$ cat config.mk
export PLATFORM = sky130hd
export DESIGN_NAME = mp_add_seq
export DESIGN_NICKNAME = d
export VERILOG_FILES = /design/src/rtl/mp_add_seq.sv
export SDC_FILE = /design/constraint.sdc
export NUM_CORES = 1
export LEC_CHECK = 0
export CORE_MARGIN = 2
export CORE_UTILIZATION = 30
export DETAILED_ROUTE_END_ITERATION = 8
export MAX_ROUTING_LAYER = met4
export PLACE_DENSITY_LB_ADDON = 0.3
export SYNTH_ARGS = -nofsm -noshare
export SYNTH_HDL_FRONTEND = slang
export SYNTH_SLANG_ARGS = --single-unit
export TNS_END_PERCENT = 10
$ cat constraint.sdc
create_clock -name clk -period 1.8 [get_ports clk]
set_clock_uncertainty 0.15 [all_clocks]
set_input_delay 0.36 -clock clk [delete_from_list [all_inputs] [get_ports clk]]
set_output_delay 0.36 -clock clk [all_outputs]
set_load 0.02 [all_outputs]
$ cat src/rtl/mp_add_seq.sv
// Word-serial multi-precision add sequencer: feeds an external combinational adder
// one word pair per cycle, chains its carry-out, and registers the sum stream.
module mp_add_seq #(
   parameter int DATA_WIDTH = 32,
   parameter int NUM_WORDS  = 4
) (
   input  logic                  clk,
   input  logic                  rst_n,
   input  logic                  in_valid,
   output logic                  in_ready,
   input  logic [DATA_WIDTH-1:0] in_a,
   input  logic [DATA_WIDTH-1:0] in_b,
   input  logic                  in_ci,
   output logic                  out_valid,
   input  logic                  out_ready,
   output logic [DATA_WIDTH-1:0] out_sum,
   output logic                  out_last,
   output logic                  out_co,
   output logic [DATA_WIDTH-1:0] add_a,
   output logic [DATA_WIDTH-1:0] add_b,
   output logic                  add_ci,
   input  logic [DATA_WIDTH-1:0] add_o,
   input  logic                  add_co
);

   localparam int CNT_W = (NUM_WORDS > 1) ? $clog2(NUM_WORDS) : 1;
   localparam logic [CNT_W-1:0] LAST_CNT = CNT_W'(NUM_WORDS - 1);

   typedef enum logic {
      IDLE,
      BUSY
   } state_t;

   state_t           state;
   logic [CNT_W-1:0] word_cnt_reg;
   logic [CNT_W-1:0] word_cnt_next;
   logic             carry_reg;
   logic             accept;
   logic             is_last;

   assign add_a = in_a;
   assign add_b = in_b;

   // State is a pure function of the word counter; word 0 always takes the external carry-in.
   always_comb begin
      state         = IDLE;
      add_ci        = in_ci;
      in_ready      = !out_valid || out_ready;
      accept        = 1'b0;
      is_last       = 1'b0;
      word_cnt_next = word_cnt_reg;
      if (word_cnt_reg != '0) begin
         state = BUSY;
      end
      if (state == BUSY) begin
         add_ci = carry_reg;
      end
      accept  = in_valid && in_ready;
      is_last = (word_cnt_reg == LAST_CNT);
      if (accept) begin
         word_cnt_next = is_last ? '0 : word_cnt_reg + 1'b1;
      end
   end

   always_ff @(posedge clk or negedge rst_n) begin
      if (!rst_n) begin
         word_cnt_reg <= '0;
         carry_reg    <= 1'b0;
         out_valid    <= 1'b0;
         out_sum      <= '0;
         out_last     <= 1'b0;
         out_co       <= 1'b0;
      end else begin
         word_cnt_reg <= word_cnt_next;
         if (accept) begin
            // A new word overwrites the draining one, so no bubble appears.
            out_sum   <= add_o;
            carry_reg <= add_co;
            out_valid <= 1'b1;
            out_last  <= is_last;
            out_co    <= is_last ? add_co : 1'b0;
         end else if (out_ready && out_valid) begin
            out_valid <= 1'b0;
         end
      end
   end

endmodule

---- After elaboration in Yosys (flattened, before gate mapping) ----
Index checks and enable logic that the tools add are counted.
word-level totals
  bits in registers ....................... 38
  input bits .............................. 102
  output and inout port bits .............. 101
  logic and storage cells ................. 20
operators by class
  add/sub/neg operators ................... 1
  eq/ne operators ......................... 1
  mux-type cells .......................... 6
  reduce and logical (&&, ||, !) cells .... 6
operators with widths
  cell                                                            number
  1-bit 2-to-1 mux                                                5
  2-bit nonzero test                                              2
  2-bit by 1-bit adder with 2-bit output (second input constant)  1
  2-bit == test (second input constant)                           1
  1-bit logical AND                                               2
  2-bit 2-to-1 mux                                                1
  1-bit logical NOT                                               1
  1-bit logical OR                                                1

---- Depth between registers and ports, before layout ----
Gate-level depths: netlist of run 1.
  word-level depth ........................ 4
  mapped depth ............................ 4
  gate-level depth less buffers ........... 3

---- Worst setup path after synthesis of run 1 ----
OpenSTA, ideal clock, no wires.
  path kind ............................... reg2reg
  start point ............................. register out_valid
  end point ............................... register out_last
  setup time .............................. 0.125 ns
  arrival ................................. 1.230 ns
  data required time ...................... 1.525 ns
  setup slack ............................. 0.295 ns
  cell stages (with the launch flop) ...... 5
  path buffers ............................ 1
  period minus slack after synthesis ...... 1.505 ns
  path through ............................ dfrtp_1 nand2b_4 nand2_4 buf_6 mux2_4
between the ends
  longest elaborated chain between the ends .. 3
RTL lines
  what                      RTL line  text
  start: declaration        14        output logic out_valid,
  start signal: assignment  69        out_valid <= 1'b0;
  start signal: assignment  79        out_valid <= 1'b1;
  start signal: assignment  83        out_valid <= 1'b0;
  1-bit logical NOT         48        in_ready = !out_valid || out_ready;
  1-bit logical OR          48
  net in_ready              10        output logic in_ready,
  1-bit logical AND         58        accept = in_valid && in_ready;
  end signal: assignment    80        out_last <= is_last;
  end: declaration          17        output logic out_last,
The timed path passes the listed nets, and every way through them passes these cells.
A chain may end at the register's enable or synchronous reset.

---- Worst setup path after layout of run 1 ----
  start point ............................. register word_cnt_reg[1]
  end point ............................... output port add_ci
between the ends
  longest elaborated chain between the ends .. 3
RTL lines
  what                      RTL line  text
  start: declaration        35        logic [CNT_W-1:0] word_cnt_reg;
  start signal: assignment  74        word_cnt_reg <= word_cnt_next;
  2-bit nonzero test        52        if (word_cnt_reg != '0) begin
  1-bit 2-to-1 mux          52
  1-bit 2-to-1 mux          55        if (state == BUSY) begin
  end: declaration          21        output logic add_ci,
Every way passes these cells.

==> results of run 1 <==
how the worst max path moves through the flow:
| stage | slack (ns) | from | endpoint | cells past startpoint |
|---|---|---|---|---|
| CTS | -0.05 | word_cnt_reg[0] | add_ci | 4 |
| detailed placement | -0.29 | out_ready | in_ready | 3 |
| floorplan | 0.29 | out_valid | out_last | 4 |
| global route | -0.11 | word_cnt_reg[0] | add_ci | 4 |
| finish | -0.06 | word_cnt_reg[1] | add_ci | 4 |
| global placement | -0.27 | out_ready | in_ready | 3 |
per-stage QoR:
stage	setup TNS, ns	total power [mW]	setup slack (ns)
after floorplan	0	1.78	0.295
after global placement	-2.21	2.02	-0.274
after detailed placement	-3.14	2.05	-0.292
after CTS	-0.0497	2.67	-0.0497
after global routing	-0.111	2.78	-0.111
final	-0.0600	2.61	-0.0600
worst max-delay path, cell delays in order (launching register included):
cell,delay [ns]
sky130_fd_sc_hd__dfrtp_1,0.39
sky130_fd_sc_hd__inv_1,0.07
sky130_fd_sc_hd__ha_2,0.17
sky130_fd_sc_hd__mux2_4,0.31
sky130_fd_sc_hd__buf_6,0.13
synth_stat cells, drive strengths merged:
library cell,number
a21bo,1
buf,67
dfrtp,38
ha,3
inv,2
mux2,37
nand2,1
nand2b,2
nand4,1
nor2,1
layout make-up:
class	count	area, um^2
clock buffer	7	86.3
clock inverter	1	5.00
fill	665	4120
inverter	2	7.51
multi-input combinational	46	621
sequential	38	951
tap	80	100
timing repair buffer	81	870
power by group:
part           leakage, nW  switching [mW]  internal, mW
sequential           0.447          0.0836          1.00
combinational        0.884           0.388         0.546
clock               0.0482           0.284         0.309
per-layer routing:
layer	wire [um]	global-route usage	vias up
li1	-	-	473
met1	1370	0.105	540
met2	1960	0.163	80
met3	367	0.0370	20
met4	138	0.0615	0
met5	0	-	-
cell families (layout without fill, tap and decap cells):
family	after synthesis	count (layout)
compound gates	1	1
mux	37	37
buf+inv	69	91
flops	38	38
fa+ha+maj	3	3
simple gates	5	5
what timing repair did:
| action | in CTS | in global routing |
|---|---|---|
| resized for setup | 13 | 23 |
| pin swaps | 0 | 1 |
| endpoints found under the hold margin | 16 | 0 |
| hold buffers | 1 | 0 |
| setup endpoints to repair | 6 | 22 |
==> impl_table.tex, run 1 <==
\begin{tabular}{lr}
\hline
Metric & Value \\
\hline
\multicolumn{2}{l}{\textbf{Outcome}} \\
Run status & complete, but fails checks \\
Violations in the final reports & negative setup slack \\
\multicolumn{2}{l}{\textbf{Worst hold path}} \\
Capture endpoint of the worst hold path & out\_co \\
Start point of the worst min-delay path & out\_co \\
Path category of the worst min-delay check & reg -> reg \\
Depth of the worst hold-timing path & 1 \\
\multicolumn{2}{l}{\textbf{Global routing}} \\
Initial antenna violation count & 0 \\
Vias in the first global route & 1174 \\
First-pass GRT wire length & 5.66 mm \\
Total overflow reported by the global router & 0 \\
Pin count of the biggest net entering global routing & 23 \\
Total global-route track usage & 0.101 \\
\multicolumn{2}{l}{\textbf{Clocking}} \\
H-Tree Depth & 2 \\
Post-CTS clock slew at the launch and capture registers of the worst setup and hold paths & 0.07 ns \\
Insertion delay of the later-clocked pin in the worst-skew pair & 0.28 ns \\
TritonCTS Buffers & 5 \\
Maximum buffer depth of the clock tree & 2 \\
Number of clock sinks & 38 \\
Clock Tree Root & sky130\_fd\_sc\_hd\_\_clkbuf\_8 \\
TritonCTS clock tree & yes \\
Post-CTS Setup Repair Bufs & 0 \\
\multicolumn{2}{l}{\textbf{Die}} \\
Num ports & 203 \\
Number of placement rows & 30 \\
Initial cell density of the core & 0.309 \\
Die extent in y & 87.4 um \\
Area of the placeable core & 0.00676 mm\^{}2 \\
DIE WIDTH & 87.4 um \\
Total Die Area & 0.00764 mm\^{}2 \\
\multicolumn{2}{l}{\textbf{Layout}} \\
Signed area change from the synthesized netlist to the final layout & 26.5\% \\
Post-route design area & 0.00264 mm\^{}2 \\
Post-Route Utilization & 0.391 \\
Highest-count cells in the layout ignoring fill and taps & 47 x sky130\_fd\_sc\_hd\_\_clkdlybuf4s50\_1, 38 x sky130\_fd\_sc\_hd\_\_dfrtp\_1, 30 x sky130\_fd\_sc\_hd\_\_mux2\_4 \\
Net count of the finished layout & 279 \\
Fraction of layout cells with a size suffix above 1 & 0.331 \\
Count of placed standard cells in the final layout, fillers left out & 255 \\
Most common library cell in the layout ignoring fill and taps & sky130\_fd\_sc\_hd\_\_clkdlybuf4s50\_1 \\
ANT cells & 0 \\
Number of flip-flops in the largest register & 32 \\
\multicolumn{2}{l}{\textbf{Timing}} \\
Minimum hold slack & 0.342 ns \\
Clock period minus final worst setup slack & 1.86 ns \\
RSZ-0062 raised after global routing & true \\
Max-slew headroom & 0.727 \\
Final number of hold-violating endpoints & 0 \\
Number of max-slew violations in the final report & 0 \\
Transition time of the tightest slew-check pin & 0.409 ns \\
Achievable clock frequency & 538 MHz \\
Worst path setup slack after routing & -0.0600 ns \\
Final cycle utilization of the critical path & 1.03 \\
Setup Viol. Count Final & 1 \\
\multicolumn{2}{l}{\textbf{Routing}} \\
Initial drt markers & 15 \\
Wire length after detailed routing & 3.84 mm \\
Residual antenna-violating net count after detailed routing & 0 \\
Routed vias & 1113 \\
DR WL/cell & 15.1 um \\
Number of optimization iterations in the first detailed-route pass & 3 \\
Post-route DRC violation count & 0 \\
Vias per Instance & 4.36 \\
\multicolumn{2}{l}{\textbf{Placed design}} \\
DPL Wire Length & 2.87 mm \\
Placer Congestion & 0.622 \\
Count of input and output buffers & 74 \\
Dpl cells & 246 \\
Placed standard-cell area & 0.00249 mm\^{}2 \\
\multicolumn{2}{l}{\textbf{Synth}} \\
Arithmetic-cell share of the synthesized area counting full adders, half adders and majority gates & 0.0180 \\
Sequential share of the synthesized area & 0.456 \\
Largest family of logic cells by synthesized area & multiplexers \\
Share of synthesized cell area in and, or, nand and nor gates & 0.0198 \\
Mean Syn Cell Area & 13.6 um\^{}2 \\
Nets in the synthesized netlist & 258 \\
Cell type with the highest aggregate area in the netlist & sky130\_fd\_sc\_hd\_\_dfrtp\_1 \\
Cell variety after synth & 13 \\
Synth area leaders & sky130\_fd\_sc\_hd\_\_dfrtp\_1 46\%, sky130\_fd\_sc\_hd\_\_buf\_4 23\%, sky130\_fd\_sc\_hd\_\_mux2\_4 21\% \\
Post-synthesis sequential element count & 38 \\
Yosys warns & 0 \\
Multiplexer area fraction after synthesis & 0.252 \\
Post-Syn Instances & 153 \\
Fraction of post-synthesis cell area in the top cell type by area & 0.456 \\
Compound-Gate Fraction of Synth Area & 0.00480 \\
Post-synthesis share of cell area spent on xor and xnor gates & 0 \\
Combined area of all synthesized cells & 0.00209 mm\^{}2 \\
\multicolumn{2}{l}{\textbf{Critical path}} \\
Number of cells on the worst reg-to-reg path & 4 \\
Critical path fanouts, max & 2 \\
Critical path endpoint category & output port \\
Crit Path Category & reg -> out \\
Reg2Reg Setup Slack & 0.37 ns \\
FF-to-FF Start & out\_valid \\
Startpoint types & register \\
Endpoint arrival time on the critical path & 1.35 ns \\
FF-to-FF End & out\_sum[20] \\
Required time at the worst-slack endpoint & 1.29 ns \\
\multicolumn{2}{l}{\textbf{Pwr}} \\
Peak VDD IR & 0.000275 V \\
Leak Pwr & 1.38 nW \\
Cell area power density & 990 mW/mm\^{}2 \\
\multicolumn{2}{l}{\textbf{Flow run}} \\
Max-cap violations & 0 \\
\hline
\end{tabular}
No activity file was read; power rests on OpenSTA's default activity.
==> inputs of run 2 (changes only) <==
--- a/config.mk
+++ b/config.mk
@@ -9,7 +9,7 @@
 export CORE_UTILIZATION = 30
 export DETAILED_ROUTE_END_ITERATION = 8
 export MAX_ROUTING_LAYER = met4
-export PLACE_DENSITY_LB_ADDON = 0.3
+export PLACE_DENSITY = 0.89
 export SYNTH_ARGS = -nofsm -noshare
 export SYNTH_HDL_FRONTEND = slang
 export SYNTH_SLANG_ARGS = --single-unit
==> run 2 against run 1 <==
The run still ends with negative setup slack left; first-iteration DRC count rose by 60%; non-clock buffer count rose by 1; highest routed layer unchanged; sequential power barely moved; critical endpoint unchanged; largest power group unchanged.
==> impl_table.tex, run 2 (synthesized netlist as in run 1, its figures left out) <==
\begin{tabular}{lr}
\hline
Metric & Value \\
\hline
\multicolumn{2}{l}{\textbf{Placed design}} \\
Placer Congestion & 0.600 (was 0.622) \\
Pre-CTS setup slack & -0.270 ns (was -0.292 ns) \\
DPL Wire Length & 2.76 mm (was 2.87 mm) \\
Count of input and output buffers & 74 (unchanged) \\
\multicolumn{2}{l}{\textbf{Critical path}} \\
Endpoint arrival time on the critical path & 1.35 ns (about the same) \\
Worst path slowest cell & sky130\_fd\_sc\_hd\_\_dfrtp\_1 (unchanged) \\
FF-to-FF End & out\_sum[14] (was out\_sum[20]) \\
Startpoint types & register (unchanged) \\
Cells along the critical path & inv\_1 > ha\_2 > mux2\_4 > buf\_6 (unchanged) \\
Required time at the worst-slack endpoint & 1.29 ns (about the same) \\
Category of cells accounting for the largest share of critical-path delay & flip-flops (unchanged) \\
Critical path endpoint category & output port (unchanged) \\
Critical path's largest stage delay & 0.39 ns (about the same) \\
Number of cells on the worst reg-to-reg path & 5 (was 4) \\
Crit path buffers/inverters & 2 (unchanged) \\
Crit path from & word\_cnt\_reg[0] (was word\_cnt\_reg[1]) \\
FF-to-FF Start & out\_valid (unchanged) \\
Critical path fanouts, max & 2 (unchanged) \\
Total number of cells along the worst setup path & 4 (unchanged) \\
Reg2Reg Setup Slack & 0.31 ns (was 0.37 ns) \\
Crit Path Category & reg -> out (unchanged) \\
\multicolumn{2}{l}{\textbf{Clocking}} \\
Post-CTS Setup Repair Bufs & 0 (unchanged) \\
Clock Tree Root & sky130\_fd\_sc\_hd\_\_clkbuf\_8 (unchanged) \\
H-Tree Depth & 2 (unchanged) \\
Post-CTS clock slew at the launch and capture registers of the worst setup and hold paths & 0.07 ns (about the same) \\
TritonCTS clock tree & yes (unchanged) \\
Maximum buffer depth of the clock tree & 2 (unchanged) \\
TritonCTS Buffers & 5 (unchanged) \\
Insertion delay of the later-clocked pin in the worst-skew pair & 0.28 ns (about the same) \\
Number of clock sinks & 38 (unchanged) \\
\multicolumn{2}{l}{\textbf{Routing}} \\
Routed vias & 1131 (was 1113) \\
Wire length after detailed routing & 3.70 mm (was 3.84 mm) \\
Post-route DRC violation count & 0 (unchanged) \\
Number of optimization iterations in the first detailed-route pass & 4 (was 3) \\
Residual antenna-violating net count after detailed routing & 0 (unchanged) \\
DR WL/cell & 14.6 um (was 15.1 um) \\
Initial drt markers & 24 (was 15) \\
Vias per Instance & 4.45 (was 4.36) \\
\multicolumn{2}{l}{\textbf{Die}} \\
Initial cell density of the core & 0.309 (unchanged) \\
Area of the placeable core & 0.00676 mm\^{}2 (unchanged) \\
Total Die Area & 0.00764 mm\^{}2 (unchanged) \\
Num ports & 203 (unchanged) \\
Number of placement rows & 30 (unchanged) \\
Die extent in y & 87.4 um (unchanged) \\
DIE WIDTH & 87.4 um (unchanged) \\
\multicolumn{2}{l}{\textbf{Pwr}} \\
Relative contribution of the clock network to total power & 0.219 (was 0.227) \\
Register share of total power & 0.416 (was 0.415) \\
Switching power of the nets & 738 uW (was 756 uW) \\
Fraction of power spent switching nets & 0.284 (was 0.289) \\
Cell area power density & 982 mW/mm\^{}2 (was 990 mW/mm\^{}2) \\
Leak Pwr & 1.37 nW (was 1.38 nW) \\
Peak VDD IR & 0.000482 V (was 0.000275 V) \\
Logic gate share of total power & 0.364 (was 0.358) \\
Power Internal & 1.86 mW (about the same) \\
\multicolumn{2}{l}{\textbf{Global routing}} \\
First-pass GRT wire length & 5.55 mm (was 5.66 mm) \\
Total global-route track usage & 0.0991 (was 0.101) \\
Vias in the first global route & 1145 (was 1174) \\
Total overflow reported by the global router & 0 (unchanged) \\
Pin count of the biggest net entering global routing & 21 (was 23) \\
Initial antenna violation count & 0 (unchanged) \\
\multicolumn{2}{l}{\textbf{Outcome}} \\
Run status & complete, but fails checks (unchanged) \\
Violations in the final reports & negative setup slack (unchanged) \\
\multicolumn{2}{l}{\textbf{Timing}} \\
Minimum hold slack & 0.351 ns (was 0.342 ns) \\
Final number of hold-violating endpoints & 0 (unchanged) \\
Achievable clock frequency & 538 MHz (about the same) \\
Worst path setup slack after routing & -0.0602 ns (was -0.0600 ns) \\
Number of max-slew violations in the final report & 0 (unchanged) \\
Final cycle utilization of the critical path & 1.03 (about the same) \\
Transition time of the tightest slew-check pin & 0.458 ns (was 0.409 ns) \\
Clock period minus final worst setup slack & 1.86 ns (about the same) \\
Max-slew headroom & 0.695 (was 0.727) \\
Setup\_tns & -0.0602 ns (was -0.0600 ns) \\
Setup Viol. Count Final & 1 (unchanged) \\
RSZ-0062 raised after global routing & true (unchanged) \\
\multicolumn{2}{l}{\textbf{Layout}} \\
Net count of the finished layout & 280 (was 279) \\
ANT cells & 0 (unchanged) \\
Number of flip-flops in the largest register & 32 (unchanged) \\
Signed area change from the synthesized netlist to the final layout & 26.7\% (was 26.5\%) \\
Highest-count cells in the layout ignoring fill and taps & 51 x sky130\_fd\_sc\_hd\_\_clkdlybuf4s50\_1, 38 x sky130\_fd\_sc\_hd\_\_dfrtp\_1, 30 x sky130\_fd\_sc\_hd\_\_mux2\_4 (was 47 x sky130\_fd\_sc\_hd\_\_clkdlybuf4s50\_1, 38 x sky130\_fd\_sc\_hd\_\_dfrtp\_1, 30 x sky130\_fd\_sc\_hd\_\_mux2\_4) \\
Most common library cell in the layout ignoring fill and taps & sky130\_fd\_sc\_hd\_\_clkdlybuf4s50\_1 (unchanged) \\
Fraction of layout cells with a size suffix above 1 & 0.322 (was 0.331) \\
\multicolumn{2}{l}{\textbf{Worst hold path}} \\
Start point of the worst min-delay path & out\_co (unchanged) \\
Depth of the worst hold-timing path & 1 (unchanged) \\
Path category of the worst min-delay check & reg -> reg (unchanged) \\
Capture endpoint of the worst hold path & out\_co (unchanged) \\
\multicolumn{2}{l}{\textbf{Flow run}} \\
Max-cap violations & 0 (unchanged) \\
\hline
\end{tabular}
## run 2: cell types whose count changed in the layout (fill, tap and decap cells not counted), sizes merged
cell / before / now
clkdlybuf4s50: 47 / 51
dlygate4sd2: 4 / 1
clkbuf: 8 / 6
buf: 8 / 9
clkdlybuf4s15: 0 / 1
clkinv: 1 / 0
dlymetal6s2s: 20 / 19
## run 2: per-layer routing
layer,vias to the layer above,wire (um),global-route usage
met5,-,0,-
met4,0,150,0.0587
met3,32,392,0.0370
met2,76,1700,0.150
met1,543,1460,0.111
li1,480,-,-
## run 2: area by class of cell
class	instances	area, um^2
sequential	38	951
timing repair buffer	82	883
inverter	2	7.51
fill	634	4110
clock buffer	6	82.6
tap	80	100
multi-input combinational	46	621
## run 2: how the worst max path moves through the flow
| stage | end |
|---|---|
| floorplan | out_last |
| CTS | add_ci |
| global placement | add_ci |
| global route | add_ci |
| detailed placement | add_ci |
| finish | add_ci |
## run 2: timing repair
action | in CTS | in global routing
gates resized for setup | 6 | 24
endpoints found under the setup margin | 3 | 21
pin swaps | 0 | 1
endpoints found under the hold margin | 18 | 0
hold buffers | 1 | 0
## run 2: per-stage QoR
stage          instance area, um^2  power [mW]  instances  utilization
6_report                      2650        2.60        254        0.391
5_1_grt                       2650        2.75        254        0.391
4_1_cts                       2580        2.64        254        0.382
3_5_place_dp                  2500        2.05        247        0.370
3_3_place_gp                  2500        2.03        247        0.370
2_1_floorplan                 2090        1.78        153            -
## run 2: power groups by stage
stage / combinational [mW] / sequential [mW] / clock, mW
floorplan: 0.530 / 1.25 / 0
global placement: 0.942 / 1.09 / 0
detailed placement: 0.954 / 1.10 / 0
CTS: 0.947 / 1.09 / 0.606
global route: 1.01 / 1.10 / 0.636
finish: 0.946 / 1.08 / 0.570
